[config.mk]
export PLATFORM = sky130hd
export DESIGN_NAME = fifo_wr_arbiter
export DESIGN_NICKNAME = d
export VERILOG_FILES = /design/src/rtl/fifo_wr_arbiter.sv
export SDC_FILE = /design/constraint.sdc
export NUM_CORES = 1
export LEC_CHECK = 0
export BUFFER_PORTS_ARGS = -buffer_cell sky130_fd_sc_hd__buf_2
export CORE_ASPECT_RATIO = 0.7
export CORE_MARGIN = 1.5
export CORE_UTILIZATION = 42
export DETAILED_ROUTE_END_ITERATION = 6
export PLACE_DENSITY = 0.79
export SYNTH_ARGS = -nofsm -noshare
export SYNTH_HDL_FRONTEND = slang
export SYNTH_SLANG_ARGS = --single-unit
[constraint.sdc]
create_clock -name clk -period 2.2 [get_ports clk]
set_clock_uncertainty 0.1 [all_clocks]
set_input_delay 0.44 -clock clk [delete_from_list [all_inputs] [get_ports clk]]
set_output_delay 0.44 -clock clk [all_outputs]
set_load 0.005 [all_outputs]
[src/rtl/fifo_wr_arbiter.sv]
// Round-robin burst arbiter sharing one FIFO write port among NUM_REQ valid/ready producers.
// Define FIFO_WR_ARBITER_STATS_EN to add per-requester 16-bit transfer counters (word_count).
module fifo_wr_arbiter #(
   parameter int DATA_WIDTH = 8,
   parameter int NUM_REQ    = 4,
   parameter int BURST_LEN  = 4
) (
   input  logic                          clk,
   input  logic                          reset_n,
   input  logic [NUM_REQ-1:0]            req_valid,
   input  logic [NUM_REQ*DATA_WIDTH-1:0] req_data,
   output logic [NUM_REQ-1:0]            req_ready,
   input  logic                          fifo_full,
   output logic                          fifo_wr,
   output logic [DATA_WIDTH-1:0]         fifo_w_data,
   output logic [NUM_REQ-1:0]            grant,
   output logic                          busy
`ifdef FIFO_WR_ARBITER_STATS_EN
   ,
   output logic [NUM_REQ*16-1:0]         word_count
`endif
);

   localparam int IDX_W = (NUM_REQ > 1) ? $clog2(NUM_REQ) : 1;
   localparam int CNT_W = $clog2(BURST_LEN + 1);

   typedef enum logic {
      IDLE  = 1'b0,
      BURST = 1'b1
   } state_t;

   state_t                state_q, state_d;
   logic [NUM_REQ-1:0]    grant_q, grant_d;
   logic [IDX_W-1:0]      gidx_q, gidx_d;
   logic [IDX_W-1:0]      rr_ptr_q, rr_ptr_d;
   logic [CNT_W-1:0]      beat_cnt_q, beat_cnt_d;

   logic                  sel_found;
   logic [IDX_W-1:0]      sel_idx;
   logic                  owner_valid;
   logic                  xfer;
   logic                  last_beat;
   logic [IDX_W-1:0]      next_ptr;
   logic [DATA_WIDTH-1:0] slice [NUM_REQ];

   generate
      for (genvar gi = 0; gi < NUM_REQ; gi++) begin : g_slice
         assign slice[gi] = req_data[gi*DATA_WIDTH +: DATA_WIDTH];
      end
   endgenerate

   // grant_q is zero in IDLE, so owner_valid alone also qualifies the state
   assign owner_valid = |(grant_q & req_valid);
   assign xfer        = (state_q == BURST) && owner_valid && !fifo_full;
   assign last_beat   = (beat_cnt_q == CNT_W'(BURST_LEN - 1));
   assign next_ptr    = (gidx_q == IDX_W'(NUM_REQ - 1)) ? '0 : gidx_q + IDX_W'(1);

   assign req_ready   = xfer ? grant_q : '0;
   assign fifo_wr     = xfer;
   assign fifo_w_data = (state_q == BURST) ? slice[gidx_q] : '0;
   assign grant       = grant_q;
   assign busy        = (state_q == BURST);

   // Scan from the highest offset down so the lowest offset from rr_ptr wins
   always_comb begin
      logic [IDX_W-1:0] idx;
      sel_found = 1'b0;
      sel_idx   = '0;
      idx       = '0;
      for (int k = NUM_REQ - 1; k >= 0; k--) begin
         idx = IDX_W'((int'(rr_ptr_q) + k) % NUM_REQ);
         if (req_valid[idx]) begin
            sel_found = 1'b1;
            sel_idx   = idx;
         end
      end
   end

   always_comb begin
      state_d    = state_q;
      grant_d    = grant_q;
      gidx_d     = gidx_q;
      rr_ptr_d   = rr_ptr_q;
      beat_cnt_d = beat_cnt_q;
      case (state_q)
         IDLE: begin
            if (sel_found) begin
               state_d    = BURST;
               grant_d    = {{(NUM_REQ-1){1'b0}}, 1'b1} << sel_idx;
               gidx_d     = sel_idx;
               beat_cnt_d = '0;
            end
         end
         BURST: begin
            if (!owner_valid || (xfer && last_beat)) begin
               state_d    = IDLE;
               grant_d    = '0;
               rr_ptr_d   = next_ptr;
               beat_cnt_d = '0;
            end else if (xfer) begin
               beat_cnt_d = beat_cnt_q + CNT_W'(1);
            end
         end
         default: begin
            state_d = IDLE;
            grant_d = '0;
         end
      endcase
   end

   always_ff @(posedge clk or negedge reset_n) begin
      if (!reset_n) begin
         state_q    <= IDLE;
         grant_q    <= '0;
         gidx_q     <= '0;
         rr_ptr_q   <= '0;
         beat_cnt_q <= '0;
      end else begin
         state_q    <= state_d;
         grant_q    <= grant_d;
         gidx_q     <= gidx_d;
         rr_ptr_q   <= rr_ptr_d;
         beat_cnt_q <= beat_cnt_d;
      end
   end

`ifdef FIFO_WR_ARBITER_STATS_EN
   generate
      for (genvar gi = 0; gi < NUM_REQ; gi++) begin : g_stats
         logic [15:0] cnt_q;
         always_ff @(posedge clk or negedge reset_n) begin
            if (!reset_n) begin
               cnt_q <= '0;
            end else if (req_ready[gi]) begin
               cnt_q <= cnt_q + 16'd1;
            end
         end
         assign word_count[gi*16 +: 16] = cnt_q;
      end
   endgenerate
`endif

endmodule

# Yosys cells after proc, flatten, opt, wreduce, memory -nomap -nowiden
# Index checks and enable logic that the tools add are counted.
# op_classes
addsub	5
magnitude_cmp	5
eq_ne	5
n_shift	1
mux	32
bitwise	3
n_reduce_logical	11
# ops
operator	count
two-way mux 8 bit	3
binary-select mux 8 bit (select 2 bit)	1
less-than comparator 2 x 3 -> 1 bit (second input constant)	4
two-way mux 4 bit	3
two-way mux 1 bit	10
two-way mux 2 bit	5
two-way mux 3 bit	3
binary-select mux 1 bit (select 2 bit)	4
one-hot mux 4 bit (2 select lines)	1
AND reduction 2 bit	4
one-hot mux 3 bit (2 select lines)	1
adder 2 x 1 -> 2 bit (second input constant)	2
adder 2 bit (second input constant)	2
bitwise AND 4 bit	1
OR reduction 4 bit	1
left shift 1 x 2 -> 4 bit (first input constant)	1
adder 3 x 1 -> 3 bit (second input constant)	1
== test 3 x 2 -> 1 bit (second input constant)	1
greater-or-equal comparator 3 bit (second input constant)	1
logical AND 1 bit	3
!= test 3 x 1 -> 1 bit (second input constant)	1
NOT 2 -> 3 bit	1
== test 2 bit (second input constant)	1
zero test 1 bit	2
5 further kinds	5
# word_totals
regBits	12
inputBits	39
out_inout_bits	18
wordCells	67

# Depth between registers and ports, before layout
# Gate-level depths: netlist of run 1.
# depth
word_depth	10
depth_mapped	6
depth_no_buf	6

# Worst setup path after synthesis of run 1
# Ideal clock, no wire load.
# synth_path
kind	register -> output
from	register gidx_q[0]
to	output port fifo_w_data[0]
t_arrival_ps	1265
t_required_ps	1660
path_slack_ps	395
stages_incl_launch_ff	4
path_buffers	1
cell_sequence	dfrtp_1 > buf_2 > mux4_2 > and2_1
# synth_via
elab_chain_len	5
# synth_lines
item	line	rtl
from (decl)	34	logic [IDX_W-1:0] gidx_q, gidx_d;
from (signal assigned)	121	gidx_q <= gidx_d;
NOT 2 -> 3 bit (implied by the code)	60	assign fifo_w_data = (state_q == BURST) ? slice[gidx_q] : '0;
binary-select mux 8 bit (select 2 bit)	60	
two-way mux 8 bit (implied by the code) (2 in series)	60	
two-way mux 8 bit	60	
to (decl)	15	output logic [DATA_WIDTH-1:0] fifo_w_data,
# Every way passes these cells. The select of a mux whose other input is x is not followed.

# Final worst setup path of run 1
# layout_path
from	register gidx_q[0]
to	output port fifo_w_data[5]
# Same word-level chain as after synthesis.

==> results.toml, run 1 <==
[global_routing]
antenna_found_initial = 0
track_usage = 0.221
grt_pass1_vias = 953
grt_pass1_wl_um = 4130
overflow = 0
grt_max_degree = 14

[drt]
drtAntennaViolNets = 0
wl_um = 2410
wl_met2_um = 1330
routed_via_density = 5.46
m1WireLength_um = 954
drtIter0Drc = 38
top_layer = "met4"
drc_errors = 0
wl_per_cell_um = 14.9
wl_met3_um = 89
vias = 885
drt_first_pass_iters = 4

[clocking]
cts_tree = "yes"
h-tree-depth = 1
clk-insertion-delay-late_ns = 0.28
numCtsBuffers = 3
cts_buffer_depth = 2
cts.reportedPaths.clkPinSlew_ns = 0.08
clock_sinks = 12
cts-root-buf = "clkbuf_4"

[pwr]
power.leakage_nw = 0.652
p_per_area_nw_per_um2 = 1080
ir_drop_v = 0.000660
power_mw = 1.36

[yosys]
synth_seq_cells = 12
synth_most_common_cell = "and2_1"
synthCells = 82
postSynthAreaPerCell_sq_um = 11.1
synth_common_cells = "13 x and2_1, 12 x dfrtp_1, 8 x mux4_2, 8 x nor2_1, 5 x a22o_1"
synth_edf_count = 0
yosysTopAreaCellShare = 0.330
ys_top_cells_by_area = "dfrtp_1 33%, mux4_2 20%, and2_1 8.9%, a22o_1 4.8%, ha_1 4.1%"
synth_fp_nets = 124
yosys.area.top_type = "dfrtp_1"
synth.distinct_cells = 29
synth_flop_cell = "dfrtp_1"
ys.warnings.count = 0
netlist_area_sq_um = 910
synth-async-reset-ratio = 1.00
ys_seq_area_frac = 0.330

[floorplanning]
die_w_um = 58.6
fp.dieH_um = 41.9
die_area_sq_um = 2460
initial_utilization = 0.466
core_region_area_sq_um = 1950
ios = 57
rows = 13

[sta]
setup_viol_count_final = 0
fin_crit_ns = 2.14
relSlewSlack = 0.733
rsz0062_at_grt = "yes"
finalWorstSetupSlack_ns = 0.0615
fin_crit_sh = 0.972
tightest_slew_ns = 0.401
hold_violations = 0
fmax_ghz = 0.468
whs_ns = 0.415
drv_slew = 0

[final_layout]
drive_gt1_frac = 0.593
post-route-util = 0.644
antenna-diode-count = 0
nets = 184
final_area_sq_um = 1260
area_delta_synth_final_pct = 38.1

[worst_setup_path]
critPathKind = "reg -> out"
worst_setup_path_start_kind = "flop"
r2r_start = "beat_cnt_q[0]"
worst_ep_required_time_ns = 1.66
critPathArrivalTime_ns = 1.60
cp_max_fo = 11
critPathCaptureType = "output pin"
path_delay_family = "flip-flops"
reg2regPathDepth = 6
slowest_delay_ns = 0.54
path_cells = "mux4_2 -> and2_4 -> buf_2"
crit_path_top_delay_cell = "dfrtp_4"
worstSetupEndpoint = "fifo_w_data[5]"
timing.rr.end = "rr_ptr_q[1]"
cp_num_cells = 3
crit_start = "gidx_q[0]"
crit_buf_inv = 1
r2r_setup_slack_ns = 0.41

[place]
port_buffers = 56
gp_congestion = 0.746
dpl-instance-area_sq_um = 1210
dp_hpwl_um = 2000
post-place-ws_ns = 0.104

[min_path]
hp-class = "reg -> reg"

[run_status]
status = "complete, no violations"

[run]
maxCapViolCount = 0
==> worst min path at each step <==
stage,to,cells past startpoint,from,slack [ns]
6_report,beat_cnt_q[2],1,beat_cnt_q[2],0.42
2_1_floorplan,beat_cnt_q[0],0,reset_n,0.04
3_5_place_dp,grant[2],1,reset_n,0.24
4_1_cts,beat_cnt_q[2],1,beat_cnt_q[2],0.42
3_3_place_gp,grant[3],1,reset_n,0.23
5_1_grt,beat_cnt_q[2],1,beat_cnt_q[2],0.44
==> timing repair <==
item | 4_1_cts | 5_1_grt
endpoints found under the hold margin | 12 | 0
resized for setup | 2 | 3
hold buffers | 1 | 0
endpoints found under the setup margin | 8 | 12
setup buffers | 0 | 0
pin swaps | 6 | 1
==> layer usage <==
| metal | vias up | global-route usage |
|---|---|---|
| li1 | 428 | - |
| met1 | 431 | 0.260 |
| met2 | 22 | 0.382 |
| met3 | 4 | 0.0685 |
| met4 | 0 | 0.0682 |
| met5 | - | 0 |
==> registers in the layout (all words and copies together), names as in the netlist <==
signal / cells
grant: 4
beat_cnt_q: 3
gidx_q: 2
rr_ptr_q: 2
busy: 1
==> worst register-to-register path, cell delays in order, from the launching register on <==
cell	delay, ns
dfrtp_1	0.41
ha_1	0.21
ha_1	0.21
inv_1	0.09
nor2_1	0.06
o21ai_1	0.22
mux2_2	0.38
==> cell families after synthesis <==
logic type               share of synthesized area
buffers and inverters                       0.0302
AND/OR/NAND/NOR                              0.165
flip-flops                                   0.330
multiplexers                                 0.245
adder cells (fa/ha/maj)                     0.0413
AO/OA/AOI/OAI                                0.188
==> stage by stage <==
step / TNS (ns) / cells
after floorplan: 0 / 82
after global placement: 0 / 158
after detailed placement: 0 / 158
after CTS: 0 / 162
after global routing: -0.0132 / 162
final: 0 / 162
==> report_power, final <==
part / switching, mW / internal (mW) / leakage (nW) / total (mW)
Sequential: 0.146 / 0.309 / 0.154 / 0.455
Combinational: 0.294 / 0.468 / 0.484 / 0.762
Clock: 0.0762 / 0.0636 / 0.0138 / 0.140
==> cells in the final DEF, fill, tap and decap left out, types with 2 or more instances in the layout <==
cell,synthesis,final
buf_2,1,56
and2_1,13,11
dfrtp_1,12,11
mux4_2,8,8
nor2_1,8,7
a22o_1,5,5
inv_1,4,4
a22o_2,3,3
o21ai_0,3,3
ha_1,3,3
clkbuf_4,0,3
o21ai_2,2,2
and2_4,0,2
mux2i_1,2,2
mux2_2,2,2
==> cell type report <==
class,instances,area [sq um]
multi-input combinational,63,589
sequential,12,304
timing repair buffer,58,298
tap,22,27.5
clock buffer,3,22.5
inverter,4,15.0
fill,165,696
Power figures use the tool's default switching activity.
==> inputs of run 2 (changes only) <==
==> constraint.sdc (replaced) <==
create_clock -name clk -period 2.2 [get_ports clk]
set_clock_uncertainty 0.1 [all_clocks]
set_input_delay 0.55 -clock clk [delete_from_list [all_inputs] [get_ports clk]]
set_output_delay 0.55 -clock clk [all_outputs]
set_load 0.005 [all_outputs]
==> run 2 against run 1 <==
The flow now finishes with violations (negative setup slack). Largest power group unchanged. Sequential cell count stayed put. Non-clock buffer count is 4 higher. Setup slack worse by 0.097 ns. First-iteration DRC count is 13% lower. Fmax is 4.3% lower. Power is 7.7% higher. Critical path type unchanged. Register-to-register slack hardly changed. Final area is 3.5% higher. Routed wire length is 8.3% higher. Sequential power is 8.1% lower. Worst hold slack worse by 0.36 ns. Cell count is 2.5% higher.
==> results.toml, run 2 (same netlist as run 1, synthesis figures left out) <==
[run_status]
status = "finished, violations left"
violations = "negative setup slack"

[pwr]
ir_drop_v = 0.000552
power.leakage_nw = 0.679
power_mw = 1.46
p_per_area_nw_per_um2 = 1120

[clocking]
clock_sinks = 12
cts_buffer_depth = 2
clk-insertion-delay-late_ns = 0.27
cts-root-buf = "clkbuf_4"
cts_tree = "yes"
h-tree-depth = 1
numCtsBuffers = 3
cts.reportedPaths.clkPinSlew_ns = 0.07

[final_layout]
drive_gt1_frac = 0.604
nets = 188
area_delta_synth_final_pct = 42.9
layout_commonest_cell = "buf_2"
post-route-util = 0.666
final_cell_mix = "54 x buf_2, 12 x dfrtp_1, 11 x and2_1, 8 x mux4_2, 7 x nor2_1"
largest_reg_flops = 4
antenna-diode-count = 0

[worst_setup_path]
worstSetupEndpoint = "fifo_w_data[1]"
r2r_start = "beat_cnt_q[0]"
r2r_setup_slack_ns = 0.41
reg2regPathDepth = 6
worst_setup_path_start_kind = "flop"
timing.rr.end = "rr_ptr_q[1]"
critPathCaptureType = "output pin"
worst_ep_required_time_ns = 1.55
critPathKind = "reg -> out"
crit_start = "gidx_q[0]"
cp_max_fo = 7
critPathArrivalTime_ns = 1.59

[global_routing]
grt_pass1_wl_um = 4210
grt_pass1_vias = 943
track_usage = 0.227
overflow = 0
grt_max_degree = 14
antenna_found_initial = 0

[floorplanning]
fp.dieH_um = 41.9
ios = 57
initial_utilization = 0.466
die_area_sq_um = 2460
core_region_area_sq_um = 1950
rows = 13
die_w_um = 58.6

[sta]
fin_crit_ns = 2.24
hold_violations = 0
rsz0062_at_grt = "yes"
relSlewSlack = 0.700
drv_slew = 0
tightest_slew_ns = 0.445
fmax_ghz = 0.447
setup_viol_count_final = 5
finalWorstSetupSlack_ns = -0.0357
fin_crit_sh = 1.02

[drt]
drc_errors = 0
wl_per_cell_um = 15.7
vias = 918
routed_via_density = 5.53
drtAntennaViolNets = 0
drt_first_pass_iters = 4
wl_um = 2610
drtIter0Drc = 33

[min_path]
hp-class = "in -> async"

[place]
dp_hpwl_um = 2110
gp_congestion = 0.713
port_buffers = 56

[run]
maxCapViolCount = 0
## run 2: changes by cell type in the layout (fill, tap and decap cells not counted), sizes merged
cell and change:
buf +5, dlygate4sd3 -1
## run 2: timing repair
action,4_1_cts,5_1_grt
endpoints found under the setup margin,8,12
pin swaps,5,4
hold buffers,0,0
buffers inserted,0,1
resized for setup,1,6
## run 2: worst min-delay path by stage
stage,start,end,slack (ns),cells past startpoint
CTS,reset_n,rr_ptr_q[1],0.05,1
global route,reset_n,rr_ptr_q[1],0.06,1
finish,reset_n,grant[2],0.05,1
detailed placement,reset_n,grant[2],0.35,1
global placement,reset_n,grant[2],0.34,1
floorplan,reset_n,beat_cnt_q[0],0.15,0
## run 2: critical path, cell delays in order (launching register included)
cell,delay [ns]
dfrtp_1,0.39
buf_6,0.16
mux4_2,0.50
and2_4,0.15
buf_6,0.11
## run 2: routing by layer
layer / global-route usage / part of all wire / wire length, um / vias up
met1: 0.275 / 0.40 / 1040 / 453
met2: 0.393 / 0.55 / 1440 / 24
met4: 0.0591 / 0.013 / 33 / 0
met3: 0.0654 / 0.035 / 92 / 4
li1: - / - / - / 437
met5: 0 / 0 / 0 / -
## run 2: area by class of cell
cell class	count	area (sq um)
sequential	12	300
clock buffer	3	22.5
timing repair buffer	62	345
inverter	4	15.0
multi-input combinational	63	589
fill	168	652
tap	22	27.5
## run 2: report_power, final
| group | switching [mW] | total [mW] | internal, mW |
|---|---|---|---|
| registers | 0.115 | 0.418 | 0.303 |
| clock network | 0.0690 | 0.132 | 0.0633 |
| logic | 0.362 | 0.912 | 0.549 |
## run 2: metrics by stage
step / TNS, ns / hold WS [ns] / setup slack, ns / instance area [sq um] / std cells
floorplan: 0 / 0.154 / 0.285 / 910 / 82
global placement: 0 / 0.345 / 0.123 / 1240 / 162
detailed placement: 0 / 0.349 / 0.0668 / 1240 / 162
CTS: -0.183 / 0.0543 / -0.0386 / 1270 / 165
global route: -0.636 / 0.0646 / -0.110 / 1300 / 166
finish: -0.129 / 0.0533 / -0.0357 / 1300 / 166
==> inputs of run 3 (changes only) <==
- BUFFER_PORTS_ARGS: -buffer_cell sky130_fd_sc_hd__buf_2 -> -buffer_cell sky130_fd_sc_hd__buf_4
==> run 3 against run 2 <==
Core utilization up 11 points. Final area increased by 16%. Register-to-register slack is essentially flat. Sequential share of layout area fell by 3.2 points. Count of clock-buffer cells in the layout up 1. Critical endpoint is now fifo_w_data[3]. The run still ends with negative setup slack left.
==> results.toml, run 3 (same netlist as run 1, synthesis figures left out) <==
[worst_setup_path]
r2r_setup_slack_ns = 0.42
worst_setup_path_start_kind = "flop"
cp_num_cells = 4
crit_buf_inv = 2
r2r_start = "beat_cnt_q[0]"
slowest_delay_ns = 0.50
path_cells = "buf_6 -> mux4_2 -> and2_4 -> buf_6"
path_delay_family = "multiplexers"
crit_path_top_delay_cell = "mux4_2"
timing.rr.end = "rr_ptr_q[0]"
critPathArrivalTime_ns = 1.58
critPathKind = "reg -> out"
cpMostUsedCell = "buf_6"
critPathCaptureType = "output pin"
cp_max_fo = 6
worst_ep_required_time_ns = 1.55
reg2regPathDepth = 6

[run_status]
violations = "negative setup slack"
status = "finished, violations left"

[pwr]
p_per_area_nw_per_um2 = 1120
pwr-share-clk = 0.105
ir_drop_v = 0.000672
p_int_mw = 1.11
power_mw = 1.68
switching_power_mw = 0.575
switching_share = 0.342
power.leakage_nw = 0.754
comb_power_share = 0.648
p_seq_frac = 0.246

[sta]
finalWorstSetupSlack_ns = -0.0307
fin_crit_ns = 2.23
hold_violations = 0
relSlewSlack = 0.721
drv_slew = 0
setup_viol_count_final = 6
fmax_ghz = 0.448
rsz0062_at_grt = "yes"
finalSetupTns_ns = -0.143
fin_crit_sh = 1.01
tightest_slew_ns = 0.415

[floorplanning]
initial_utilization = 0.466
rows = 13
core_region_area_sq_um = 1950
die_area_sq_um = 2460
die_w_um = 58.6
ios = 57
fp.dieH_um = 41.9

[global_routing]
antenna_found_initial = 0
track_usage = 0.248
overflow = 0
grt_pass1_wl_um = 4620
grt_max_degree = 14
grt_pass1_vias = 1027

[final_layout]
fillers = 146
final_area_sq_um = 1510
area_delta_synth_final_pct = 65.6
layout_commonest_cell = "buf_4"
seqCellArea_sq_um = 300
multi_input_area_sq_um = 599
largest_reg_flops = 4
nets = 192
antenna-diode-count = 0
post-route-util = 0.772
final_cell_mix = "57 x buf_4, 12 x dfrtp_1, 8 x mux4_2, 8 x buf_6"
drive_gt1_frac = 0.638

[run]
maxCapViolCount = 0

[drt]
vias = 912
wl_per_cell_um = 15.8
drc_errors = 0
routed_via_density = 5.33
drtIter0Drc = 19
wl_um = 2690
drt_first_pass_iters = 4
drtAntennaViolNets = 0

[clocking]
cts-root-buf = "clkbuf_4"
clock_sinks = 12
numCtsBuffers = 3
h-tree-depth = 1
cts_tree = "yes"
cts.reportedPaths.clkPinSlew_ns = 0.08
cts_buffer_depth = 2
clk-insertion-delay-late_ns = 0.27

[min_path]
hold_depth = 1
min_from = "beat_cnt_q[1]"
holdPathEnd = "beat_cnt_q[1]"
hp-class = "reg -> reg"

[place]
post-place-ws_ns = 0.0585
gp_congestion = 0.732
port_buffers = 56
dp_hpwl_um = 2190
dpl-instance-area_sq_um = 1380
-- run 3: final cells by class --
class | instances | area share
well taps | 22 | 0.0183
repair buffers | 66 | 0.350
inverters | 4 | 0.00997
clock buffers | 4 | 0.0241
flip-flops and latches | 12 | 0.199
multi-input cells | 63 | 0.398
-- run 3: worst max-delay path by stage --
stage	start	endpoint	slack [ns]
floorplan	gidx_q[0]	fifo_w_data[0]	0.28
global placement	req_valid[0]	req_ready[2]	0.10
detailed placement	req_valid[0]	req_ready[0]	0.06
CTS	gidx_q[0]	fifo_w_data[4]	-0.06
global route	gidx_q[0]	fifo_w_data[7]	-0.11
finish	gidx_q[0]	fifo_w_data[3]	-0.03
-- run 3: what timing repair did --
item,CTS,global route
pin swaps,2,5
resized for setup,5,10
hold endpoints to repair,7,0
endpoints found under the setup margin,8,12
setup buffers,0,4
hold buffers,1,0
gates cloned,0,0
-- run 3: through the flow --
step | hold WS [ns] | instances
finish | 0.399 | 171
global route | 0.409 | 171
CTS | 0.404 | 167
detailed placement | 0.303 | 162
global placement | 0.295 | 162
floorplan | 0.154 | 82
-- run 3: power by group through the flow --
| stage | combinational, mW | sequential, mW | clock, mW |
|---|---|---|---|
| floorplan | 0.560 | 0.376 | 0 |
| CTS | 0.973 | 0.417 | 0.181 |
| detailed placement | 0.931 | 0.419 | 0 |
| global route | 1.18 | 0.429 | 0.188 |
| global placement | 0.903 | 0.410 | 0 |
| finish | 1.09 | 0.414 | 0.177 |
-- run 3: per-layer routing --
layer	GRT usage	routed length, um	share of wire	up-vias
met2	0.440	1490	0.55	17
met3	0.0779	86	0.032	6
met5	0	0	0	-
li1	-	-	-	445
met4	0.0455	31	0.012	0
met1	0.295	1090	0.40	444
-- run 3: worst register-to-register path: stages (launching register included) --
cell and delay [ns]:
dfrtp_1 0.41, ha_1 0.21, ha_1 0.21, inv_1 0.08
nor2_1 0.06, o21ai_1 0.24, mux2_2 0.37
